$ cat src/rtl/counter_mod.sv
// counter_mod: modulo up/down counter with prescaler, synchronous clear/load,
// wrap or saturate at the boundary, terminal-count level and overflow pulse.
// Single clock, synchronous active-low reset.
module counter_mod #(
  parameter int WIDTH    = 8,
  parameter int MODULO   = 256,
  parameter int PRESCALE = 1,
  parameter int SATURATE = 0
) (
  input  logic             clk,
  input  logic             nrst,
  input  logic             en,
  input  logic             up_dn,
  input  logic             clr,
  input  logic             load,
  input  logic [WIDTH-1:0] load_val,
  output logic [WIDTH-1:0] val,
  output logic             tc,
  output logic             ovf
);

  // Prescaler needs at least one bit even when PRESCALE==1 (it then stays 0).
  localparam int PW = (PRESCALE > 1) ? $clog2(PRESCALE) : 1;

  // Largest legal count; MODULO==2**WIDTH still fits in WIDTH bits here.
  localparam logic [WIDTH-1:0] MAX_VAL  = WIDTH'(MODULO - 1);
  localparam logic [PW-1:0]    PRE_LAST = PW'(PRESCALE - 1);
  // Modulo held one bit wider so 2**WIDTH is representable for the clamp.
  localparam logic [WIDTH:0]   MOD_EXT  = (WIDTH + 1)'(MODULO);

  logic [WIDTH-1:0] r_val;
  logic [PW-1:0]    r_pre;
  logic             r_ovf;

  logic             w_at_max;
  logic             w_at_zero;
  logic             w_boundary;
  logic             w_pre_last;
  logic [WIDTH-1:0] w_load_clamped;
  logic [WIDTH-1:0] w_step_val;

  assign w_at_max   = (r_val == MAX_VAL);
  assign w_at_zero  = (r_val == '0);
  assign w_boundary = up_dn ? w_at_max : w_at_zero;
  assign w_pre_last = (r_pre == PRE_LAST);

  assign val = r_val;
  assign ovf = r_ovf;
  assign tc  = w_boundary;

  // Clamp an out-of-range load value to the top of the count range.
  always_comb begin
    w_load_clamped = MAX_VAL;
    if ({1'b0, load_val} < MOD_EXT) begin
      w_load_clamped = load_val;
    end
  end

  // Value after one count step; the boundary compare keeps the adder in range.
  always_comb begin
    w_step_val = r_val;
    if (w_boundary) begin
      if (SATURATE == 0) begin
        w_step_val = up_dn ? '0 : MAX_VAL;
      end
    end else if (up_dn) begin
      w_step_val = r_val + WIDTH'(1);
    end else begin
      w_step_val = r_val - WIDTH'(1);
    end
  end

  // Count state: priority is reset, clear, load, then enabled counting.
  always_ff @(posedge clk) begin
    if (!nrst) begin
      r_val <= '0;
      r_pre <= '0;
      r_ovf <= 1'b0;
    end else if (clr) begin
      r_val <= '0;
      r_pre <= '0;
      r_ovf <= 1'b0;
    end else if (load) begin
      r_val <= w_load_clamped;
      r_pre <= '0;
      r_ovf <= 1'b0;
    end else if (en) begin
      if (w_pre_last) begin
        r_pre <= '0;
        r_val <= w_step_val;
        r_ovf <= w_boundary;
      end else begin
        r_pre <= r_pre + PW'(1);
        r_ovf <= 1'b0;
      end
    end else begin
      r_ovf <= 1'b0;
    end
  end

endmodule

$ cat config.mk
export PLATFORM = sky130hd
export DESIGN_NAME = counter_mod
export DESIGN_NICKNAME = d
export VERILOG_FILES = /design/src/rtl/counter_mod.sv
export SDC_FILE = /design/constraint.sdc
export NUM_CORES = 1
export LEC_CHECK = 0
export ABC_CLOCK_PERIOD_IN_PS = 2400
export CORE_AREA = 3 3 46 48
export CTS_CLUSTER_DIAMETER = 50
export DETAILED_ROUTE_END_ITERATION = 16
export DIE_AREA = 0 0 49 51
export PLACE_DENSITY = 0.77
export SETUP_SLACK_MARGIN = 0.02
export SLEW_MARGIN = 25
export SYNTH_ARGS = -nofsm -noshare
export SYNTH_HDL_FRONTEND = slang
export SYNTH_SLANG_ARGS = --single-unit
export TNS_END_PERCENT = 5
$ cat constraint.sdc
create_clock -name clk -period 2.4 [get_ports clk]
set_input_delay 0.48 -clock clk [delete_from_list [all_inputs] [get_ports clk]]
set_output_delay 0.48 -clock clk [all_outputs]
set_load 0.1 [all_outputs]
# After elaboration in Yosys (flattened, before gate mapping)
# Index checks and enable logic that the tools add are counted.
# totals
ff_bits	10
in_bits	14
out_inout_bits	10
elab_cells	24
# op_classes
n_addsub	3
eq_ne	2
n_mux	8
n_bitwise	2
reduce_logical	6
# op_table
operator	count
$mux 8	6
$add 8x1->8 const B	1
$eq 8x8->1 const B	1
$logic_not 8->1	1
$sub 8x1->8 const B	1
$reduce_or 5->1	1
$reduce_or 3->1	1
$mux 1	2
$ne 2x2->1 const B	1
$not 1->1	2
$reduce_and 2->1	1
$reduce_bool 2->1	1
$reduce_or 2->1	1
$add 1x1->1 const B	1

# Logic depth before layout (Yosys ltp)
# Gate-level depths: netlist of run 1.
# logic_depth
depth_word	6
ltp_mapped	7

# Worst setup path before layout of run 1
# OpenSTA, ideal clock, no wires.
# synth_timing
path_kind	reg2out
from	register r_val[6], in the netlist val[6]
to	output port tc
arrival_ps	2353
path_slack_ps	-433
path_stages_with_launch	5
cell_sequence	dfxtp_1 nand4_1 or3_1 buf_6 nand2_1
# synth_between
elab_chain_len	2
elab_cells_between_ends	3
classes_between	eq/ne (1); mux (1); reduce/logical (1)
# synth_lines
element	line_no	rtl
from (decl)	31	logic [WIDTH-1:0] r_val;
from (signal assigned)	84	r_val <= w_load_clamped;
from (signal assigned)	90	r_val <= w_step_val;
$eq 8x8->1 / $logic_not 8->1 (equally long branches)	42, 43	
$mux 1 (*)	44	assign w_boundary = up_dn ? w_at_max : w_at_zero;
to (decl)	18	output logic tc,
# Mark *: on every way between the ends. The rest lies on a longest branch, timed or not.

# Worst setup path after layout of run 1
# layout_timing
from	input port up_dn
to	output port tc
# layout_between
elab_chain_len	1
# layout_lines
element	line_no	rtl
from (decl)	13	input logic up_dn,
$mux 1	44	
# Every way passes these cells.

==> results of run 1 <==
==> state kept, by name, indices dropped and copies added (netlist names) <==
name / flops
ovf: 1
val: 8
==> power groups by stage <==
stage / Combinational [mW] / Clock [mW] / Sequential, mW
final: 0.272 / 0.116 / 0.177
after global routing: 0.290 / 0.126 / 0.179
after CTS: 0.269 / 0.117 / 0.177
after detailed placement: 0.267 / 0 / 0.181
after global placement: 0.263 / 0 / 0.180
after floorplan: 0.114 / 0 / 0.247
==> cell usage after synthesis, drive strengths merged (2+ instances only) <==
cell    count  area, sq um
inv         2        7.510
nand2       9        33.78
o21ai       9        45.04
dfxtp       9        180.2
ha          6        75.07
nor3       11        55.05
o21bai      2        15.01
buf         3        21.27
nand2b      2        12.51
a21o        3        23.77
a211oi      2        15.01
a21oi      11        55.05
nand3       4        20.02
xnor2       3        26.28
nor2        4        15.01
nor2b       3        18.77
xor2        4        35.03
==> placed cells by master (no fill, tap or decap), types with 2 or more instances in the layout <==
master / synthesis / layout
a211oi_1: 2 / 2
a21o_1: 2 / 2
a21oi_1: 11 / 11
buf_4: 0 / 19
clkbuf_4: 0 / 3
clkdlybuf4s50_1: 0 / 13
dfxtp_2: 0 / 8
ha_1: 6 / 6
inv_1: 2 / 2
nand2_1: 9 / 8
nand2b_1: 2 / 2
nand3_1: 4 / 4
nor2_1: 4 / 4
nor2b_1: 3 / 3
nor3_1: 11 / 11
o21ai_0: 9 / 9
o21bai_1: 2 / 2
xnor2_1: 3 / 3
xor2_1: 4 / 4
==> worst max-delay path, stage by stage <==
cell             delay [ns]
clkdlybuf4s50_1        0.49
buf_4                  0.13
nand2_1                0.06
or3_4                  0.40
nand2_2                0.11
buf_12                 0.18
==> worst paths after layout <==
| check | slack (ns) | from | end | depth (start not counted) |
|---|---|---|---|---|
| setup / recovery | 0.07 | up_dn | tc | 6 |
| hold / removal | 0.63 | val[4] | val[4] | 2 |
| setup reg to reg | 0.64 | val[0] | val[6] | 6 |
| hold reg to reg | 0.63 | val[4] | val[4] | 2 |
==> logic make-up (layout without fill, tap and decap cells) <==
group           count (synthesis)  in the layout  share of synthesized area [%]
mux                             1              1                          1.307
buf+inv                         5             39                          3.758
xor+xnor                        7              7                          8.007
fa+ha+maj                       7              7                          12.42
flops                           9              9                          23.53
compound gates                 31             31                          25.49
simple gates                   39             39                          25.49
==> routing by layer <==
metal | vias up | GRT usage [%] | wire length (um)
met5 | - | 0 | 0
met4 | 0 | 5.213 | 30
met3 | 4 | 6.122 | 122
met2 | 24 | 31.22 | 1003
met1 | 371 | 19.72 | 911
li1 | 432 | - | -
==> through the flow <==
step,setup WS [ns],power [mW]
6_report,0.06559,0.5647
5_1_grt,0.006938,0.5950
4_1_cts,0.04856,0.5634
3_5_place_dp,-0.08695,0.4478
3_3_place_gp,-0.06908,0.4431
2_1_floorplan,0.1948,0.3607
==> timing repair <==
action / in CTS / in global routing
setup buffers: 0 / 1
gates resized for setup: 0 / 1
setup endpoints to repair: 0 / 2
==> final cells by class <==
type | instances | area share [%]
timing repair buffer | 33 | 26.32
clock buffer | 4 | 2.362
sequential | 9 | 17.10
tap | 25 | 2.812
inverter | 2 | 0.6749
multi-input combinational | 85 | 50.73
==> results.ini, run 1 <==
[global_routing]
grt_remaining_overflow = 0
grt_util_all_layers_pct = 17.55
antenna_found_initial = 0
grt_pass1_wl_mm = 3.360
grt_pass1_vias = 779
grt_max_degree = 9

[logic_synthesis]
synthArstFlopShare_pct = 0
synth_edf_count = 0
synthCells = 99
synth_fp_nets = 120
ys_seq_elements = 9
synthFlopType = dfxtp_1
netlist_area_sq_um = 765.7
syn_area_per_cell_sq_um = 7.735
yosysSeqAreaShare_pct = 23.53
ys_types = 31
synth_warnings = 0

[route]
vias = 831
dr.pass1.iters = 3
wirelength_mm = 2.068
drc = 0
drtIter0Drc = 10
antenna_left = 0
post_drt_wl_per_cell_um = 13.09
vias_per_cell = 5.259

[cts]
clock_sinks = 9
clkLatencyLatePin_ns = 0.26
cts_made_buffers = 3
clk_pin_slew_worst_paths_ns = 0.06
htreeDepth = 1
cts_tree = done
cts_max_path_buffers = 2
cts_hold_buf = 0
cts_root_buffer = clkbuf_4

[placement]
place_congestion = 0.8444
dp_hpwl_mm = 1.645
portBuffers = 23
post_dp_cell_area_sq_um = 1074
dp_cells = 153

[sta]
setup_violations = 0
setup-tns-final_ns = 0
fin_crit_sh_pct = 97.27
fin_skew_ns = 0.004796
tightest_slew_ns = 0.3789
hold_viol = 0
fmax_ghz = 0.4284
slew_headroom_pct = 74.54
rsz0062_at_grt = true
fin_crit_ns = 2.334
whs_ns = 0.6288
maxSlewViolCount = 0

[pwr]
leakage_nw = 0.5028
intPower_mw = 0.3312
p_seq_share_pct = 31.4
peakVddDrop_v = 0.0003568
p_per_area_nw_per_um2 = 507.7
sw_frac_of_total_pct = 41.36
p_comb_share_pct = 48.2
power.share.clock_pct = 20.5
p_switching_mw = 0.2336

[flow_run]
maxCapViolCount = 0

[floorplan]
core_sq_um = 1745
initial_utilization_pct = 43.87
num_io_pins = 24
die_w_um = 49
row_count = 15
dieArea_sq_um = 2499
die_y_um = 51

[cells_and_area]
instances_no_fill = 158
nets = 155
seqCellArea_sq_um = 190.2
multi_input_area_sq_um = 564.3
fin_util_pct = 63.73
layout-drive-gt1-share_pct = 26.32
fillerInstances = 160
antenna_cells = 0
stdcell_area_sq_um = 1112
area_growth_pct = 45.26

[worst_setup_path]
cp-end-kind = primary output
crit_path_start_kind = primary input
crit_type = primary input to primary output
critical_path_required_ns = 1.92
critPathMaxFanout = 3
worstPathArrival_ns = 1.85

[worst_hold_path]
hold_path.class = flip-flop to flip-flop

[run_status]
outcome = finished clean

Note: power is estimated with default switching activity, not from simulation.
==> inputs of run 2 (changes only) <==
- ABC_CLOCK_PERIOD_IN_PS: 2400 -> not set
- clock period: 2.4 -> 2.3 ns (I/O delays scaled with it)
==> run 2 against run 1 <==
Net effect:
- global-route usage grew 2.1 points
- setup slack gained 0.21 ns
- first-iteration DRC count grew 90%
- sequential share of layout area shrank 0.11 points
- hold slack gained 0.0088 ns
- total power grew 6.4%
- critical path type unchanged
- largest power group unchanged
==> results.ini, run 2 (same netlist as run 1, synthesis figures left out) <==
[floorplan]
die_w_um = 49  ; unchanged
dieArea_sq_um = 2499  ; unchanged
die_y_um = 51  ; unchanged
row_count = 15  ; unchanged
num_io_pins = 24  ; unchanged
initial_utilization_pct = 43.87  ; unchanged
core_sq_um = 1745  ; unchanged

[sta]
setup_violations = 0  ; unchanged
rsz0062_at_grt = false  ; was true
tightest_slew_ns = 0.3881  ; was 0.3789 ns
slew_headroom_pct = 74.07  ; was 74.54%
fin_skew_ns = 0.002026  ; was 0.004796 ns
whs_ns = 0.6376  ; was 0.6288 ns
maxSlewViolCount = 0  ; unchanged
fin_crit_sh_pct = 88.11
fin_crit_ns = 2.026
setup-tns-final_ns = 0  ; unchanged
fmax_ghz = 0.4935
hold_viol = 0  ; unchanged

[placement]
dp_hpwl_mm = 1.765  ; was 1.645 mm
portBuffers = 23  ; unchanged
place_congestion = 0.8365  ; was 0.8444
dp_cells = 154  ; was 153
post_dp_cell_area_sq_um = 1081  ; was 1074 sq um

[cells_and_area]
layout_common_cells = buf_4 (18), clkdlybuf4s50_1 (12), nor3_1 (11), a21oi_1 (11), o21ai_0 (9)  ; was buf_4 (19), clkdlybuf4s50_1 (13), nor3_1 (11), a21oi_1 (11), o21ai_0 (9)
antenna_cells = 0  ; unchanged
final_common_cell = buf_4  ; unchanged
instances_no_fill = 158  ; unchanged
area_growth_pct = 46.24  ; was 45.26%
stdcell_area_sq_um = 1120  ; was 1112 sq um
fin_util_pct = 64.16  ; was 63.73%
nets = 155  ; unchanged
layout-drive-gt1-share_pct = 26.32  ; unchanged
largest_register_ffs = 8  ; unchanged

[cts]
cts_made_buffers = 3  ; unchanged
cts_max_path_buffers = 2  ; unchanged
clk_pin_slew_worst_paths_ns = 0.06  ; about the same
clkLatencyLatePin_ns = 0.27  ; was 0.26 ns
cts_tree = done  ; unchanged
cts_root_buffer = clkbuf_4  ; unchanged
cts_hold_buf = 0  ; unchanged
htreeDepth = 1  ; unchanged
clock_sinks = 9  ; unchanged

[route]
antenna_left = 0  ; unchanged
drc = 0  ; unchanged
wirelength_mm = 2.231  ; was 2.068 mm
drtIter0Drc = 19  ; was 10
vias_per_cell = 5.551  ; was 5.259
dr.pass1.iters = 4  ; was 3
post_drt_wl_per_cell_um = 14.12  ; was 13.09 um
vias = 877  ; was 831

[global_routing]
grt_max_degree = 9  ; unchanged
gr-usage-met3_pct = 6.997  ; was 6.122%
grt_remaining_overflow = 0  ; unchanged
gr-max-usage-layer = met2  ; unchanged
met1_usage_pct = 21.10  ; was 19.72%
grt_pass1_vias = 847  ; was 779
grt_util_all_layers_pct = 19.66  ; was 17.55%
use_met2_pct = 35.07  ; was 31.22%
grt_pass1_wl_mm = 3.760  ; was 3.360 mm
antenna_found_initial = 0  ; unchanged

[pwr]
peakVddDrop_v = 0.0003099  ; was 0.0003568 V
leakage_nw = 0.5059  ; was 0.5028 nW
p_per_area_nw_per_um2 = 536.8  ; was 507.7 nW/um^2

[worst_setup_path]
worstPathArrival_ns = 1.57  ; was 1.85 ns
critPathMaxFanout = 3  ; unchanged
critical_path_required_ns = 1.84  ; was 1.92 ns
crit_path_start_kind = primary input  ; unchanged
crit_type = primary input to primary output  ; unchanged
cp-end-kind = primary output  ; unchanged

[worst_hold_path]
hold_path.class = flip-flop to flip-flop  ; unchanged

[flow_run]
maxCapViolCount = 0  ; unchanged

[run_status]
outcome = finished clean  ; unchanged

run 2: cell types whose count changed in the layout (fill, tap and decap cells not counted), sizes merged:
cell	previous run	this run
dlygate4sd2	0	1
clkdlybuf4s50	13	12
run 2: worst paths after layout:
check | startpoint | to | slack, ns | cells past startpoint
worst max-delay path | up_dn | tc | 0.27 | 6
worst min-delay path | val[4] | val[4] | 0.64 | 2
worst max register to register | val[0] | val[6] | 0.55 | 6
worst min register to register | val[4] | val[4] | 0.64 | 2
run 2: power by group:
part	internal [mW]	total [mW]	switching (mW)
logic	0.111	0.288	0.177
registers	0.168	0.185	0.0167
clock network	0.0672	0.128	0.0610
run 2: layer usage:
layer | vias to the layer above | share of wire, % | wire length [um]
met5 | - | 0 | 0
met4 | 0 | 1.5 | 34
met3 | 8 | 7.2 | 161
met2 | 36 | 50 | 1105
met1 | 400 | 42 | 931
li1 | 433 | - | -
run 2: layout make-up:
| cell class | count | area, sq um |
|---|---|---|
| fillers | 162 | 625.6 |
| multi-input cells | 85 | 569.3 |
| repair buffers | 33 | 295.3 |
| flip-flops and latches | 9 | 190.2 |
| well taps | 25 | 31.28 |
| clock buffers | 4 | 26.28 |
| inverters | 2 | 7.507 |
run 2: per-stage QoR:
stage	total power, mW	setup slack [ns]
finish	0.6011	0.2735
detailed placement	0.4719	-0.1553
global placement	0.4654	-0.1252
global route	0.6316	0.1914
floorplan	0.3764	0.1148
CTS	0.6017	0.2770
run 2: what timing repair did:
action                     CTS  global route
setup endpoints to repair    1             0
gates resized for setup      4             0
buffers inserted             0             0
run 2: worst max-delay path, cell delays in order:
cell           delay (ns)
dlygate4sd2_1        0.24
buf_6                0.12
nand2_1              0.05
or3_4                0.41
nand2_4              0.11
buf_12               0.17
